File: config.mk
export PLATFORM = sky130hd
export DESIGN_NAME = sram_async_ctrl_flat
export DESIGN_NICKNAME = d
export VERILOG_FILES = /design/src/rtl/sram_async_ctrl_if.sv /design/src/rtl/sram_async_ctrl.sv /design/src/flat_wrapper.sv
export SDC_FILE = /design/constraint.sdc
export NUM_CORES = 1
export LEC_CHECK = 0
export ABC_AREA = 1
export BUFFER_PORTS_ARGS = -buffer_cell sky130_fd_sc_hd__buf_2
export CORE_MARGIN = 8
export CORE_UTILIZATION = 46
export CTS_CLUSTER_SIZE = 28
export DETAILED_ROUTE_END_ITERATION = 6
export PLACE_DENSITY = 0.79
export RECOVER_POWER = 100
export SLEW_MARGIN = 15
export SYNTH_ARGS = -nofsm -noshare
export SYNTH_HDL_FRONTEND = slang
export SYNTH_SLANG_ARGS = --single-unit
File: constraint.sdc
create_clock -name clk -period 2.09 [get_ports clk]
set_clock_uncertainty 0.05 [all_clocks]
set_input_delay 0.1045 -clock clk [delete_from_list [all_inputs] [get_ports clk]]
set_output_delay 0.1045 -clock clk [all_outputs]
set_load 0.05 [all_outputs]
File: src/rtl/sram_async_ctrl_if.sv
// Single-beat request/response channel between the bus bridge and the async SRAM controller.
// The bridge side uses the master modport, the controller the slave modport.
interface sram_async_ctrl_if #(
  parameter int W_DATA = 16,
  parameter int W_ADDR = 17
);
  logic                  req_valid;
  logic                  req_ready;
  logic                  req_write;
  logic [W_ADDR-1:0]     req_addr;
  logic [W_DATA-1:0]     req_wdata;
  logic [W_DATA/8-1:0]   req_wstrb;
  logic                  rsp_valid;
  logic [W_DATA-1:0]     rsp_rdata;

  modport master (
    output req_valid, req_write, req_addr, req_wdata, req_wstrb,
    input  req_ready, rsp_valid, rsp_rdata
  );

  modport slave (
    input  req_valid, req_write, req_addr, req_wdata, req_wstrb,
    output req_ready, rsp_valid, rsp_rdata
  );
endinterface

File: src/rtl/sram_async_ctrl.sv
// Synchronous initiator for an external asynchronous SRAM: turns single-beat requests into
// timed read/write strobe sequences with every pad-facing output registered.
module sram_async_ctrl #(
  parameter int W_DATA       = 16,
  parameter int W_ADDR       = 17,
  parameter int READ_CYCLES  = 2,
  parameter int WRITE_CYCLES = 2
) (
  input  logic                clk,
  input  logic                rst,
  sram_async_ctrl_if.slave    bus,
  output logic [W_ADDR-1:0]   sram_a,
  output logic [W_DATA-1:0]   sram_dq_out,
  output logic                sram_dq_oe,
  input  logic [W_DATA-1:0]   sram_dq_in,
  output logic                sram_ce_n,
  output logic                sram_oe_n,
  output logic                sram_we_n,
  output logic [W_DATA/8-1:0] sram_ben_n
);
  localparam int NB = W_DATA / 8;

  typedef enum logic [2:0] {IDLE, RD, RD_TURN, WR_SETUP, WR_PULSE, WR_HOLD} state_t;

  state_t            state, state_nx;
  logic [3:0]        cnt, cnt_nx;
  logic              ce_n_nx, oe_n_nx, we_n_nx, dq_oe_nx;
  logic [W_ADDR-1:0] a_nx;
  logic [W_DATA-1:0] dq_out_nx;
  logic [NB-1:0]     ben_n_nx;
  logic              rsp_valid, rsp_valid_nx;
  logic [W_DATA-1:0] rsp_rdata, rsp_rdata_nx;
  logic              accept;

  assign bus.req_ready = (state == IDLE) && !rst;
  assign bus.rsp_valid = rsp_valid;
  assign bus.rsp_rdata = rsp_rdata;
  assign accept        = bus.req_valid && bus.req_ready;

  // Next-state logic computes the value each pad register takes at the coming edge.
  always_comb begin
    state_nx     = state;
    cnt_nx       = cnt;
    ce_n_nx      = 1'b1;
    oe_n_nx      = 1'b1;
    we_n_nx      = 1'b1;
    dq_oe_nx     = 1'b0;
    a_nx         = sram_a;
    dq_out_nx    = sram_dq_out;
    ben_n_nx     = sram_ben_n;
    rsp_valid_nx = 1'b0;
    rsp_rdata_nx = rsp_rdata;
    case (state)
      IDLE: begin
        if (accept) begin
          a_nx      = bus.req_addr;
          dq_out_nx = bus.req_wdata;
          ce_n_nx   = 1'b0;
          if (bus.req_write) begin
            ben_n_nx = ~bus.req_wstrb;
            dq_oe_nx = 1'b1;
            state_nx = WR_SETUP;
          end else begin
            ben_n_nx = '0;
            oe_n_nx  = 1'b0;
            cnt_nx   = 4'(READ_CYCLES - 1);
            state_nx = RD;
          end
        end
      end
      RD: begin
        if (cnt == 4'd0) begin
          rsp_rdata_nx = sram_dq_in;
          rsp_valid_nx = 1'b1;
          state_nx     = RD_TURN;
        end else begin
          ce_n_nx = 1'b0;
          oe_n_nx = 1'b0;
          cnt_nx  = cnt - 4'd1;
        end
      end
      RD_TURN: state_nx = IDLE;
      WR_SETUP: begin
        ce_n_nx  = 1'b0;
        dq_oe_nx = 1'b1;
        we_n_nx  = 1'b0;
        cnt_nx   = 4'(WRITE_CYCLES - 1);
        state_nx = WR_PULSE;
      end
      WR_PULSE: begin
        ce_n_nx  = 1'b0;
        dq_oe_nx = 1'b1;
        if (cnt == 4'd0) begin
          rsp_valid_nx = 1'b1;
          state_nx     = WR_HOLD;
        end else begin
          we_n_nx = 1'b0;
          cnt_nx  = cnt - 4'd1;
        end
      end
      // DQ drive drops on the edge leaving the hold cycle.
      WR_HOLD: state_nx = IDLE;
      default: state_nx = IDLE;
    endcase
  end

  always_ff @(posedge clk) begin
    if (rst) begin
      state       <= IDLE;
      cnt         <= 4'd0;
      sram_ce_n   <= 1'b1;
      sram_oe_n   <= 1'b1;
      sram_we_n   <= 1'b1;
      sram_dq_oe  <= 1'b0;
      sram_a      <= '0;
      sram_dq_out <= '0;
      sram_ben_n  <= '1;
      rsp_valid   <= 1'b0;
      rsp_rdata   <= '0;
    end else begin
      state       <= state_nx;
      cnt         <= cnt_nx;
      sram_ce_n   <= ce_n_nx;
      sram_oe_n   <= oe_n_nx;
      sram_we_n   <= we_n_nx;
      sram_dq_oe  <= dq_oe_nx;
      sram_a      <= a_nx;
      sram_dq_out <= dq_out_nx;
      sram_ben_n  <= ben_n_nx;
      rsp_valid   <= rsp_valid_nx;
      rsp_rdata   <= rsp_rdata_nx;
    end
  end
endmodule

File: src/flat_wrapper.sv
// flat-port wrapper written by rule: the top's interface ports become plain ports
module sram_async_ctrl_flat 
#(
  parameter int W_DATA       = 16,
  parameter int W_ADDR       = 17,
  parameter int READ_CYCLES  = 2,
  parameter int WRITE_CYCLES = 2
)
  (clk, rst, sram_a, sram_dq_out, sram_dq_oe, sram_dq_in, sram_ce_n, sram_oe_n, sram_we_n, sram_ben_n, bus_req_valid, bus_req_write, bus_req_addr, bus_req_wdata, bus_req_wstrb, bus_req_ready, bus_rsp_valid, bus_rsp_rdata);
  sram_async_ctrl_if #(.W_DATA(W_DATA), .W_ADDR(W_ADDR)) bus_i ();
  input  logic clk;
  input  logic rst;
  output logic [W_ADDR-1:0] sram_a;
  output logic [W_DATA-1:0] sram_dq_out;
  output logic sram_dq_oe;
  input  logic [W_DATA-1:0] sram_dq_in;
  output logic sram_ce_n;
  output logic sram_oe_n;
  output logic sram_we_n;
  output logic [W_DATA/8-1:0] sram_ben_n;
  input wire logic [$bits(bus_i.req_valid)-1:0] bus_req_valid;
  input wire logic [$bits(bus_i.req_write)-1:0] bus_req_write;
  input wire logic [$bits(bus_i.req_addr)-1:0] bus_req_addr;
  input wire logic [$bits(bus_i.req_wdata)-1:0] bus_req_wdata;
  input wire logic [$bits(bus_i.req_wstrb)-1:0] bus_req_wstrb;
  output wire logic [$bits(bus_i.req_ready)-1:0] bus_req_ready;
  output wire logic [$bits(bus_i.rsp_valid)-1:0] bus_rsp_valid;
  output wire logic [$bits(bus_i.rsp_rdata)-1:0] bus_rsp_rdata;
  assign bus_i.req_valid = bus_req_valid;
  assign bus_i.req_write = bus_req_write;
  assign bus_i.req_addr = bus_req_addr;
  assign bus_i.req_wdata = bus_req_wdata;
  assign bus_i.req_wstrb = bus_req_wstrb;
  assign bus_req_ready = bus_i.req_ready;
  assign bus_rsp_valid = bus_i.rsp_valid;
  assign bus_rsp_rdata = bus_i.rsp_rdata;
  sram_async_ctrl #(.W_DATA(W_DATA), .W_ADDR(W_ADDR), .READ_CYCLES(READ_CYCLES), .WRITE_CYCLES(WRITE_CYCLES)) u_core (.clk(clk), .rst(rst), .bus(bus_i), .sram_a(sram_a), .sram_dq_out(sram_dq_out), .sram_dq_oe(sram_dq_oe), .sram_dq_in(sram_dq_in), .sram_ce_n(sram_ce_n), .sram_oe_n(sram_oe_n), .sram_we_n(sram_we_n), .sram_ben_n(sram_ben_n));
endmodule
# ---- Word level (Yosys, flattened, before mapping)
# Index checks and enable logic that the tools add are counted.
dict set report classes {
  add_sub_neg 1
  eq_ne 8
  mux 19
  bitwise_logic 2
  n_reduce_logical 13
}
# cell count
set op_table {}
lappend op_table {{$mux W4} 3}
lappend op_table {{$pmux W3 S4} 1}
lappend op_table {{$pmux W4 S3} 1}
lappend op_table {{$mux W3} 3}
lappend op_table {{$ne A2 B1 Y1 const B} 3}
lappend op_table {{$pmux W1 S2} 3}
lappend op_table {{$reduce_or A2 Y1} 3}
lappend op_table {{$mux W1} 5}
lappend op_table {{$logic_not A4 Y1} 1}
lappend op_table {{$mux W2} 2}
lappend op_table {{$ne A2 B2 Y1 const B} 2}
lappend op_table {{$reduce_and A2 Y1} 2}
lappend op_table {{$reduce_and A4 Y1} 1}
lappend op_table {{$sub A4 B1 Y4 const B} 1}
lappend op_table {{$eq A3 B1 Y1 const B} 1}
lappend op_table {{$eq A3 B2 Y1 const B} 1}
lappend op_table {{$eq A3 B3 Y1 const B} 1}
lappend op_table {{$logic_not A3 Y1} 1}
lappend op_table {{$pmux W1 S3} 1}
lappend op_table {{$reduce_and A3 Y1} 1}
lappend op_table {{$reduce_bool A3 Y1} 1}
lappend op_table {{$logic_and A1 B1 Y1} 2}
lappend op_table {{$not A2 Y2} 1}
lappend op_table {{$logic_not A1 Y1} 1}
lappend op_table {{$not A1 Y1} 1}
dict set report word_totals {
  reg_bits 63
  in_bits 55
  out_inout_bits 57
  wordCells 54
}

# ---- Logic depth before layout (Yosys ltp)
# Gate-level depths: netlist of the first run.
dict set report logic_depth {
  word_depth 5
  ltp_mapped 10
  mapped_depth_nobuf 9
}

# ---- Worst setup path after synthesis of the first run
# Ideal clock, no wire load.
dict set report synth_path {
  path_type {reg2reg}
  from {register u_core.state[1]}
  to {register u_core.sram_a[0]}
  setup_time_ns 0.116
  t_arrival_ns 1.575
  t_required_ns 1.924
  path_slack_ns 0.349
  path_stages_with_launch 8
  n_path_buf 1
  synth_period_minus_slack_ns 1.741
  path_cell_list {dfxtp_1 -> nor2_4 -> nand2_1 -> nor2_2 -> nand2_2 -> buf_2 -> nand3_1 -> nand2_1}
}
dict set report synth_between {
  elab_chain_cells 4
}
# element line_no
set synth_lines {}
lappend synth_lines {{from (decl)} sram_async_ctrl.sv:25} ;# state_t state, state_nx;
lappend synth_lines {{from (signal assigned)} sram_async_ctrl.sv:121} ;# state <= state_nx;
lappend synth_lines {{$logic_not A3 Y1} sram_async_ctrl.sv:35} ;# assign bus.req_ready = (state == IDLE) && !rst;
lappend synth_lines {{$logic_and A1 B1 Y1} sram_async_ctrl.sv:35}
lappend synth_lines {{via bus_req_ready} flat_wrapper.sv:26} ;# output wire logic [$bits(bus_i.req_ready)-1:0] bus_req_ready;
lappend synth_lines {{$logic_and A1 B1 Y1} sram_async_ctrl.sv:38} ;# assign accept = bus.req_valid && bus.req_ready;
lappend synth_lines {{$reduce_and A2 Y1 (no line)} --}
lappend synth_lines {{to (signal assigned)} sram_async_ctrl.sv:127} ;# sram_a <= a_nx;
lappend synth_lines {{to (decl)} sram_async_ctrl.sv:12} ;# output logic [W_ADDR-1:0] sram_a,
# The timed path passes the listed nets, and every way through them passes these cells.
# A chain may end at the register's enable or synchronous reset.

# ---- Final worst setup path of the first run
dict set report layout_path {
  from {register u_core.state[1]}
  to {output port bus_req_ready}
}
dict set report layout_between {
  elab_chain_cells 2
}
# element line_no
set layout_lines {}
lappend layout_lines {{$logic_not A3 Y1} sram_async_ctrl.sv:35}
lappend layout_lines {{$logic_and A1 B1 Y1} sram_async_ctrl.sv:35}
lappend layout_lines {{to (decl)} flat_wrapper.sv:26}
# No other way between the ends.

==> impl_metrics.tcl, run 1 <==
set metrics [dict create \
    outcome "completed" \
    crit_path_start "u_core.state[1]$_SDFFE_PP0P_" \
    syn-instance-count 308 \
    place_worst_setup_slack_ns 0.5065 \
    max_freq_ghz 0.5702 \
    grt_usage_pct 19.98 \
    drt_pass1_iterations 4 \
    die_area_mm2 0.007681 \
    r2r_start "u_core.cnt[0]$_SDFFE_PP0P_" \
    io_buffers 111 \
    placedCellCount 478 \
    final_antenna_net_count 0 \
    rsz0062_at_grt "no" \
    drtIter0Drc 108 \
    critPathSlowestCell "clkbuf_1" \
    fin_tns_setup_ns 0 \
    critPathLaunchType "flip-flop" \
    clock_path_buffers 2 \
    drive_above_1_share_pct 16.39 \
    htree_levels 3 \
    finalMaxSlewViolations 0 \
    clk_latency_ns 0.33 \
    dpl.hpwl_um 4650 \
    regArea_mm2 0.001261 \
    layout.cells.non_filler 548 \
    ys_seq_elements 63 \
    row_count 26 \
    cts_tree "built" \
    crit_type "flip-flop to output pin" \
    syn_area_per_cell_um2 7.666 \
    fp.dieW_um 87.64 \
    layout_common_cells "nand2_1 (86), dfxtp_1 (63), clkbuf_1 (60), buf_2 (53), dlygate4sd3_1 (52)" \
    hold_path_class "input port to flip-flop" \
    cp_cell_sequence "nor2_4 -> nand2_1 -> nor2_2 -> clkbuf_1" \
    core_area_mm2 0.005042 \
    drc_errors 0 \
    cts_root_buffer "clkbuf_8" \
    wirelength_um 7505 \
    vdd_drop_max_mv 0.9537 \
    critPathBufInv 1 \
    post-synth-top-area-cell "dfxtp_1" \
    final_nets 527 \
    maxSlewHeadroom_pct 51.43 \
    die_h_um 87.64 \
    grt_pass1_wl_um 11960 \
    avgRoutedWirePerCell_um 13.70 \
    synth_area_mm2 0.002361 \
    grt_pass1_vias 2612 \
    gp_congestion 0.8600 \
    nFillCells 425 \
    yosysWarnings 0 \
    hold_viol 0 \
    multi_input_area_um2 925.9 \
    period_needed_ns 1.754 \
    clock-sinks 63 \
    vias 2613 \
    synth_area_leaders "dfxtp_1 (53%), nand2_1 (14%), nand3_1 (8.9%)" \
    ys_seq_area_share_pct 53.42 \
    crit_fanout 5 \
    setup_viol 0 \
    synth_cell_types 23 \
    crit_family "buffers and inverters" \
    grt_start_max_net_pins 35 \
    post-synth-top-area-fraction_pct 53.42 \
    cts_setup_buffers 0 \
    leakagePower_nw 1.727 \
    io_pins 112 \
    start_util_pct 46.82 \
    cp-end-kind "output pin" \
    clk_pin_slew_ns 0.07 \
    worst_pin_slew_ns 0.7224 \
    area_growth_pct 51.14 \
    via_per_inst 4.768 \
    required_ns 1.94 \
    drv_cap 0 \
    cpPeakStageDelay_ns 0.52 \
    antenna_found_initial 0 \
    final_common_cell "nand2_1" \
    powerDensity_mw_per_mm2 1339 \
    arrival_ns 1.60 \
    syn_nets 364 \
    cts_buffers 9 \
    hp-start "bus_req_write" \
    finalWorstSetupSlack_ns 0.3362 \
    timing.final.crit_share_pct 83.91 \
    grt_overflow_total 0 \
    finalCoreUtilization_pct 70.77 \
]
## final timing paths
check / to / slack (ns) / cells after the start
setup / recovery: bus_req_ready / 0.34 / 4
hold reg to reg: u_core.sram_dq_out[10]$_SDFFE_PP0P_ / 0.41 / 2
hold / removal: u_core.sram_dq_oe$_SDFF_PP0_ / 0.02 / 3
setup reg to reg: u_core.bus.rsp_rdata[10]$_SDFFE_PP0P_ / 0.38 / 9
## cell type report
cell class              instances  area share [%]
clock inverters                 4           1.262
repair buffers                167           28.89
clock buffers                  12           4.067
inverters                      18           1.893
diodes                          2          0.1403
flip-flops and latches         63           35.34
well taps                      70           2.454
multi-input cells             212           25.95
## registers in the layout, indices dropped and copies added (netlist names)
| register | cells |
|---|---|
| u_core.bus.rsp_rdata | 16 |
| u_core.bus.rsp_valid | 1 |
| u_core.cnt | 4 |
| u_core.sram_a | 17 |
| u_core.sram_ben_n | 2 |
| u_core.sram_ce_n | 1 |
| u_core.sram_dq_oe | 1 |
| u_core.sram_dq_out | 16 |
| u_core.sram_oe_n | 1 |
| u_core.sram_we_n | 1 |
| u_core.state | 3 |
## tightest hold or removal path, delay by kind of cell
| family | cells | cell delay [ns] |
|---|---|---|
| buf+inv | 1 | 0.12 |
| simple gates | 2 | 0.14 |
## synthesized netlist by cell type (all sizes together)
cell	count
a21oi	3
a31oi	1
buf	12
clkbuf	3
dfxtp	63
ha	1
inv	18
nand2	88
nand3	42
nand4	3
nor2	48
nor3	2
o21ai	23
o31ai	1
## logic make-up (layout without fill, tap and decap cells)
| logic type | count (synthesis) | count (layout) | share of synthesized area, % |
|---|---|---|---|
| flops | 63 | 63 | 53.42 |
| fa+ha+maj | 1 | 1 | 0.5299 |
| compound gates | 28 | 28 | 6.094 |
| simple gates | 183 | 183 | 33.02 |
| buf+inv | 33 | 201 | 6.942 |
| other cells | 0 | 2 | 0 |
## routing by layer
metal  wire [um]  share of wire (%)  GRT usage (%)
met1        2885                 38          19.84
met3         487                6.5          5.347
met2        3905                 52          35.95
met5           0                  0              0
met4         227                3.0          12.97
## power by group
group          leakage, nW  switching, mW  internal, mW
Combinational         1.11           1.63         0.452
Sequential           0.517          0.167          1.51
Clock                0.100          0.447         0.578
Total                 1.73           2.24          2.54
## repair_timing
item                                   4_1_cts  5_1_grt
endpoints found under the hold margin       54        0
hold buffers                                52        0
resized for setup                            0        0
## per-stage QoR
stage	hold slack, ns	power [mW]	cell area [um^2]
6_report	0.02117	4.778	3568
3_5_place_dp	0.2436	3.780	2940
3_3_place_gp	0.2436	3.743	2940
4_1_cts	0.01415	4.878	3651
2_1_floorplan	0.1519	3.304	2361
5_1_grt	0.06555	5.052	3563
(Power assumes the default switching activity.)
==> inputs of run 2 (changes only) <==
ABC_AREA = 0   (was 1)
clock period = 1.8 ns   (was 2.09 ns; I/O delays follow)
==> impl_metrics.tcl, run 2 <==
set metrics [dict create \
    outcome "complete, but fails checks" \
    violations "negative setup slack" \
    holdWs_ns 0.1031 \
    die_h_um 89.31 \
    synth_xor_area_share_pct 0.7085 \
    gp_congestion 0.8275 \
    multi_input_area_mm2 0.001212 \
    largest-register "u_core.sram_a" \
    syn_nets 347 \
    yosys.area_share.simple_pct 26.97 \
    critPathLaunchType "flip-flop" \
    powerDensity_mw_per_mm2 1015 \
    antenna_cells 0 \
    r2r_end "u_core.bus.rsp_rdata[3]$_SDFFE_PP0P_" \
    synth-async-reset-ratio_pct 0 \
    rsz0062_at_grt "yes" \
    clock_path_buffers 2 \
    final_common_cell "nand2_1" \
    met1_length_um 3347 \
    synth_area_leaders "dfxtp_1 (51%), nand2_1 (11%), nand2b_1 (9.6%)" \
    clk_pin_slew_ns 0.07 \
    cts_tree "built" \
    drt_pass1_iterations 5 \
    max_freq_ghz 0.5255 \
    core_area_mm2 0.005140 \
    synth-adder-area-share_pct 0.5061 \
    post-synth-top-area-cell "dfxtp_1" \
    period_needed_ns 1.903 \
    syn-instance-count 291 \
    critPathBufInv 2 \
    drtIter0Drc 179 \
    vdd_drop_max_mv 0.7501 \
    vias 2730 \
    r2r_cells 7 \
    crit_type "flip-flop to flip-flop" \
    layout_common_cells "nand2_1 (61), dfxtp_1 (60), clkbuf_1 (57), buf_2 (55), dlygate4sd3_1 (54)" \
    worst_pin_slew_ns 0.6570 \
    maxSlewHeadroom_pct 56.39 \
    holdPathStages 3 \
    crit_fanout 8 \
    die_area_mm2 0.007976 \
    grt_start_max_net_pins 69 \
    grt_pass1_wl_um 12150 \
    syn_area_per_cell_um2 8.496 \
    finalMaxSlewViolations 0 \
    r2r_start "u_core.cnt[0]$_SDFFE_PP0P_" \
    wl_met2_um 4310 \
    ys_seq_elements 63 \
    start_util_pct 48.10 \
    cts_root_buffer "clkbuf_8" \
    largest_register_ffs 17 \
    fin_tns_setup_ns -0.6274 \
    hp-start "bus_req_valid" \
    synth_top_family_by_area "simple AND/OR/NAND/NOR gates" \
    leakagePower_nw 1.659 \
    largestRegisters "u_core.sram_a x17, u_core.bus.rsp_rdata x16, u_core.sram_dq_out x16" \
    area_growth_pct 67.51 \
    min_to "u_core.state[0]$_SDFFE_PP0P_" \
    hold_viol 0 \
    final_antenna_net_count 0 \
    grt_pass1_vias 2690 \
    antenna_found_initial 0 \
    post-synth-top-area-fraction_pct 51.01 \
    top_layer "met4" \
    setup_viol 15 \
    cp_cell_sequence "inv_2 -> ha_4 -> or3b_4 -> or3_4 -> buf_4 -> nand2_1 -> a21oi_1" \
    final_nets 532 \
    nFillCells 320 \
    synth-edff-count 0 \
    cts_buffers 9 \
    cpPeakStageDelay_ns 0.41 \
    grt_usage_pct 19.86 \
    clk_latency_ns 0.33 \
    synth_most_common_cell "nand2_1" \
    synthFlopType "dfxtp_1" \
    grt_overflow_total 0 \
    drc_errors 0 \
    arrival_ns 2.05 \
    via_per_inst 4.964 \
    finalCoreUtilization_pct 80.57 \
    dpl.hpwl_um 4665 \
    crit_family "simple AND/OR/NAND/NOR gates" \
    ys_top_cells_by_count "nand2_1 (72), dfxtp_1 (63), nand2b_1 (38)" \
    regArea_mm2 0.001267 \
    drv_cap 0 \
    wl_met3_um 923 \
    finalWorstSetupSlack_ns -0.1030 \
    synth_cell_types 36 \
    wirelength_um 8794 \
    cp-end-kind "flip-flop" \
    synth_compound_gate_area_share_pct 14.68 \
    required_ns 1.94 \
    drive_above_1_share_pct 29.17 \
    io_pins 112 \
    clock-sinks 63 \
    avgRoutedWirePerCell_um 15.99 \
    fp.dieW_um 89.31 \
    regToRegSetupSlack_ns -0.10 \
    htree_levels 3 \
    yosysWarnings 0 \
    synth_area_mm2 0.002472 \
    critPathSlowestCell "or3_4" \
    row_count 26 \
    ys_seq_area_share_pct 51.01 \
    hold_path_class "input port to flip-flop" \
    synth_mux_area_share_pct 0.8603 \
    io_buffers 111 \
    timing.final.crit_share_pct 105.7 \
]
## run 2: cell count changes in the layout (fill, tap and decap cells not counted), sizes merged, moves of 3 or more
cell,before,now
nand2b,0,38
nand4,3,0
nand2,88,72
o21ai,23,37
nor3,2,7
nor2,48,6
inv,18,3
a21oi,3,20
nand3,42,0
buf,56,80
## run 2: timing repair
item | 4_1_cts | 5_1_grt
hold endpoints to repair | 51 | 1
pin swaps | 4 | 8
resized for setup | 13 | 43
gates cloned | 1 | 6
endpoints found under the setup margin | 16 | 52
setup buffers | 2 | 7
hold buffers | 53 | 1
## run 2: power by group
part / internal (mW) / total (mW) / switching [mW]
Clock: 0.522 / 1.03 / 0.510
Combinational: 0.544 / 1.53 / 0.986
Sequential: 1.55 / 1.64 / 0.0897
## run 2: how the worst max path moves through the flow
| stage | from | endpoint | slack, ns | cells after the start |
|---|---|---|---|---|
| 2_1_floorplan | u_core.cnt[0]$_SDFFE_PP0P_ | u_core.bus.rsp_rdata[0]$_SDFFE_PP0P_ | -0.11 | 9 |
| 3_3_place_gp | u_core.cnt[0]$_SDFFE_PP0P_ | u_core.bus.rsp_rdata[2]$_SDFFE_PP0P_ | 0.02 | 7 |
| 3_5_place_dp | u_core.cnt[0]$_SDFFE_PP0P_ | u_core.bus.rsp_rdata[15]$_SDFFE_PP0P_ | -0.04 | 7 |
| 4_1_cts | u_core.cnt[0]$_SDFFE_PP0P_ | u_core.bus.rsp_rdata[10]$_SDFFE_PP0P_ | -0.0007 | 7 |
| 5_1_grt | u_core.cnt[0]$_SDFFE_PP0P_ | u_core.bus.rsp_rdata[3]$_SDFFE_PP0P_ | -0.13 | 7 |
| 6_report | u_core.cnt[0]$_SDFFE_PP0P_ | u_core.bus.rsp_rdata[3]$_SDFFE_PP0P_ | -0.10 | 7 |
## run 2: metrics by stage
stage / setup WS [ns] / cell area [um^2] / power [mW] / instances
2_1_floorplan: -0.1138 / 2491 / 2.551 / 291
3_5_place_dp: -0.04106 / 3151 / 2.882 / 465
6_report: -0.1030 / 4141 / 4.206 / 550
5_1_grt: -0.1341 / 4141 / 4.414 / 550
3_3_place_gp: 0.02150 / 3151 / 2.852 / 465
4_1_cts: -0.0006766 / 3923 / 4.073 / 536
## run 2: final cells by class
class	count	area share, %
Clock buffer	11	3.414
Timing Repair Buffer	195	33.78
Tap cell	70	2.115
Sequential cell	63	30.60
Clock inverter	4	0.5438
Multi-Input combinational cell	204	29.27
Inverter	3	0.2719
## run 2: kinds of logic after synthesis
group,count (synthesis)
AND/OR/NAND/NOR,134
AO/OA/AOI/OAI,65
flip-flops,63
buffers and inverters,24
XOR/XNOR,2
multiplexers,2
adder cells (fa/ha/maj),1
## run 2: worst reg2reg max path, stage by stage, from the launching register on
cell and delay [ns]:
dfxtp_2 0.32, inv_2 0.08, ha_4 0.14, or3b_4 0.40
or3_4 0.41, buf_4 0.18, nand2_1 0.10, a21oi_1 0.07
## run 2: routing by layer
layer | global-route usage [%] | vias up
met5 | 0 | -
met4 | 9.215 | 0
met3 | 9.191 | 18
met2 | 32.86 | 128
met1 | 21.06 | 1261
li1 | - | 1323
==> inputs of run 3 (changes only) <==
clock period = 2.1 ns   (was 1.8 ns; I/O delays follow)
==> impl_metrics.tcl, run 3 (synthesis gave the netlist of run 2 again) <==
set metrics [dict create \
    powerDensity_mw_per_mm2 980.7 \
    place_area_mm2 0.003068 \
    io_pins 112 \
    layout_common_cells "nand2_1 (72), dfxtp_1 (63), clkbuf_1 (58), buf_2 (54), dlygate4sd3_1 (52)" \
    crit_path_end "u_core.cnt[1]$_SDFFE_PP0P_" \
    drc_errors 0 \
    start_util_pct 48.10 \
    row_count 26 \
    largest_register_ffs 17 \
    cp-end-kind "flip-flop" \
    layout.cells.non_filler 528 \
    clock-sinks 63 \
    crit_path_start "u_core.cnt[0]$_SDFFE_PP0P_" \
    maxSlewHeadroom_pct 58.10 \
    finalCoreUtilization_pct 73.30 \
    drt_pass1_iterations 5 \
    wirelength_um 7725 \
    final_nets 508 \
    clk_latency_ns 0.33 \
    leakagePower_nw 1.499 \
    grt_usage_pct 19.59 \
    setup_viol 0 \
    cts_buffers 9 \
    grt_overflow_total 0 \
    avgRoutedWirePerCell_um 14.63 \
    via_per_inst 4.833 \
    regToRegSetupSlack_ns 0.18 \
    timing.final.crit_share_pct 91.39 \
    vias 2552 \
    core_area_mm2 0.005140 \
    die_area_mm2 0.007976 \
    final_common_cell "nand2_1" \
    gr-usage-met2_pct 32.59 \
    io_buffers 111 \
    die_h_um 89.31 \
    period_needed_ns 1.919 \
    largest-register "u_core.sram_a" \
    area_growth_pct 52.38 \
    gp_congestion 0.7530 \
    crit_type "flip-flop to flip-flop" \
    r2r_start "u_core.cnt[0]$_SDFFE_PP0P_" \
    cts_root_buffer "clkbuf_8" \
    critPathLaunchType "flip-flop" \
    clock_path_buffers 2 \
    drive_above_1_share_pct 18.82 \
    design_area_mm2 0.003767 \
    largestRegisters "u_core.sram_a x17, u_core.bus.rsp_rdata x16, u_core.sram_dq_out x16" \
    dpl.hpwl_um 4449 \
    required_ns 2.27 \
    grt_start_max_net_pins 62 \
    placedCellCount 459 \
    clk_pin_slew_ns 0.06 \
    outcome "completed" \
    rsz0062_at_grt "no" \
    gr-usage-met1_pct 20.20 \
    grt_pass1_vias 2534 \
    final_antenna_net_count 0 \
    crit_fanout 4 \
    drv_cap 0 \
    hold_viol 0 \
    grt_pass1_wl_um 11910 \
    vdd_drop_max_mv 0.7450 \
    antenna_found_initial 2 \
    worst_pin_slew_ns 0.6313 \
    cts_tree "built" \
    finalMaxSlewViolations 0 \
    htree_levels 3 \
    hold_path_class "input port to flip-flop" \
    fp.dieW_um 89.31 \
    r2r_cells 6 \
    busiest_layer "met2" \
    drtIter0Drc 109 \
    fin_tns_setup_ns 0 \
    grt_util_met3_pct 10.75 \
    arrival_ns 2.09 \
    r2r_end "u_core.cnt[1]$_SDFFE_PP0P_" \
    max_freq_ghz 0.5211 \
]
[run 3: changes by cell type in the layout (fill, tap and decap cells not counted), sizes merged]
cell,delta
buf,-20
clkinv,-3
clkinvlp,-1
clkbuf,+1
dlygate4sd3,-2
diode,+1
bufinv,+2
[run 3: area by class of cell]
cell class                      instances  area, um^2
Fill cell                             408        1373
Sequential cell                        63        1261
Multi-Input combinational cell        204        1096
Timing Repair Buffer                  171        1066
Clock buffer                           14       182.7
Tap cell                               70       87.58
Clock inverter                          2       60.06
Inverter                                3       11.26
Antenna cell                            1       2.502
[run 3: report_power, final]
group / switching [mW] / leakage, nW / internal [mW]
Sequential: 0.0739 / 0.516 / 1.33
Clock: 0.437 / 0.123 / 0.799
Combinational: 0.754 / 0.859 / 0.301
[run 3: what timing repair did]
item | 4_1_cts | 5_1_grt
setup endpoints to repair | 0 | 16
endpoints found under the hold margin | 52 | 0
setup buffers | 0 | 0
hold buffers | 52 | 0
resized for setup | 0 | 3
[run 3: worst max-delay path, stage by stage (launching register included)]
cell	delay, ns
dfxtp_1	0.31
inv_1	0.10
ha_1	0.22
or3b_4	0.42
o21ai_2	0.23
nand2_1	0.17
mux2_2	0.30
[run 3: layer usage]
metal  up-vias  wire, um
met2       110      3640
met1      1147      3116
li1       1281         -
met3        12       851
met4         2       108
met5         -         8
[run 3: worst min path at each step]
| stage | endpoint | start | cells after the start |
|---|---|---|---|
| 2_1_floorplan | u_core.sram_a[0]$_SDFFE_PP0P_ | bus_req_addr[0] | 2 |
| 3_3_place_gp | u_core.sram_a[12]$_SDFFE_PP0P_ | bus_req_addr[12] | 3 |
| 3_5_place_dp | u_core.sram_a[2]$_SDFFE_PP0P_ | bus_req_addr[2] | 3 |
| 4_1_cts | u_core.sram_ce_n$_SDFF_PP1_ | bus_req_valid | 3 |
| 5_1_grt | u_core.sram_ce_n$_SDFF_PP1_ | bus_req_valid | 3 |
| 6_report | u_core.sram_ce_n$_SDFF_PP1_ | bus_req_valid | 3 |
[run 3: per-stage QoR]
stage                     power [mW]  hold WS [ns]  setup slack, ns
after CTS                      3.734        0.1059          0.02507
final                          3.694        0.1213           0.1809
after global routing           3.880        0.1064          0.02919
after floorplan                2.180        0.1636           0.1305
after detailed placement       2.410        0.2540          0.04405
after global placement         2.393        0.2474           0.1098
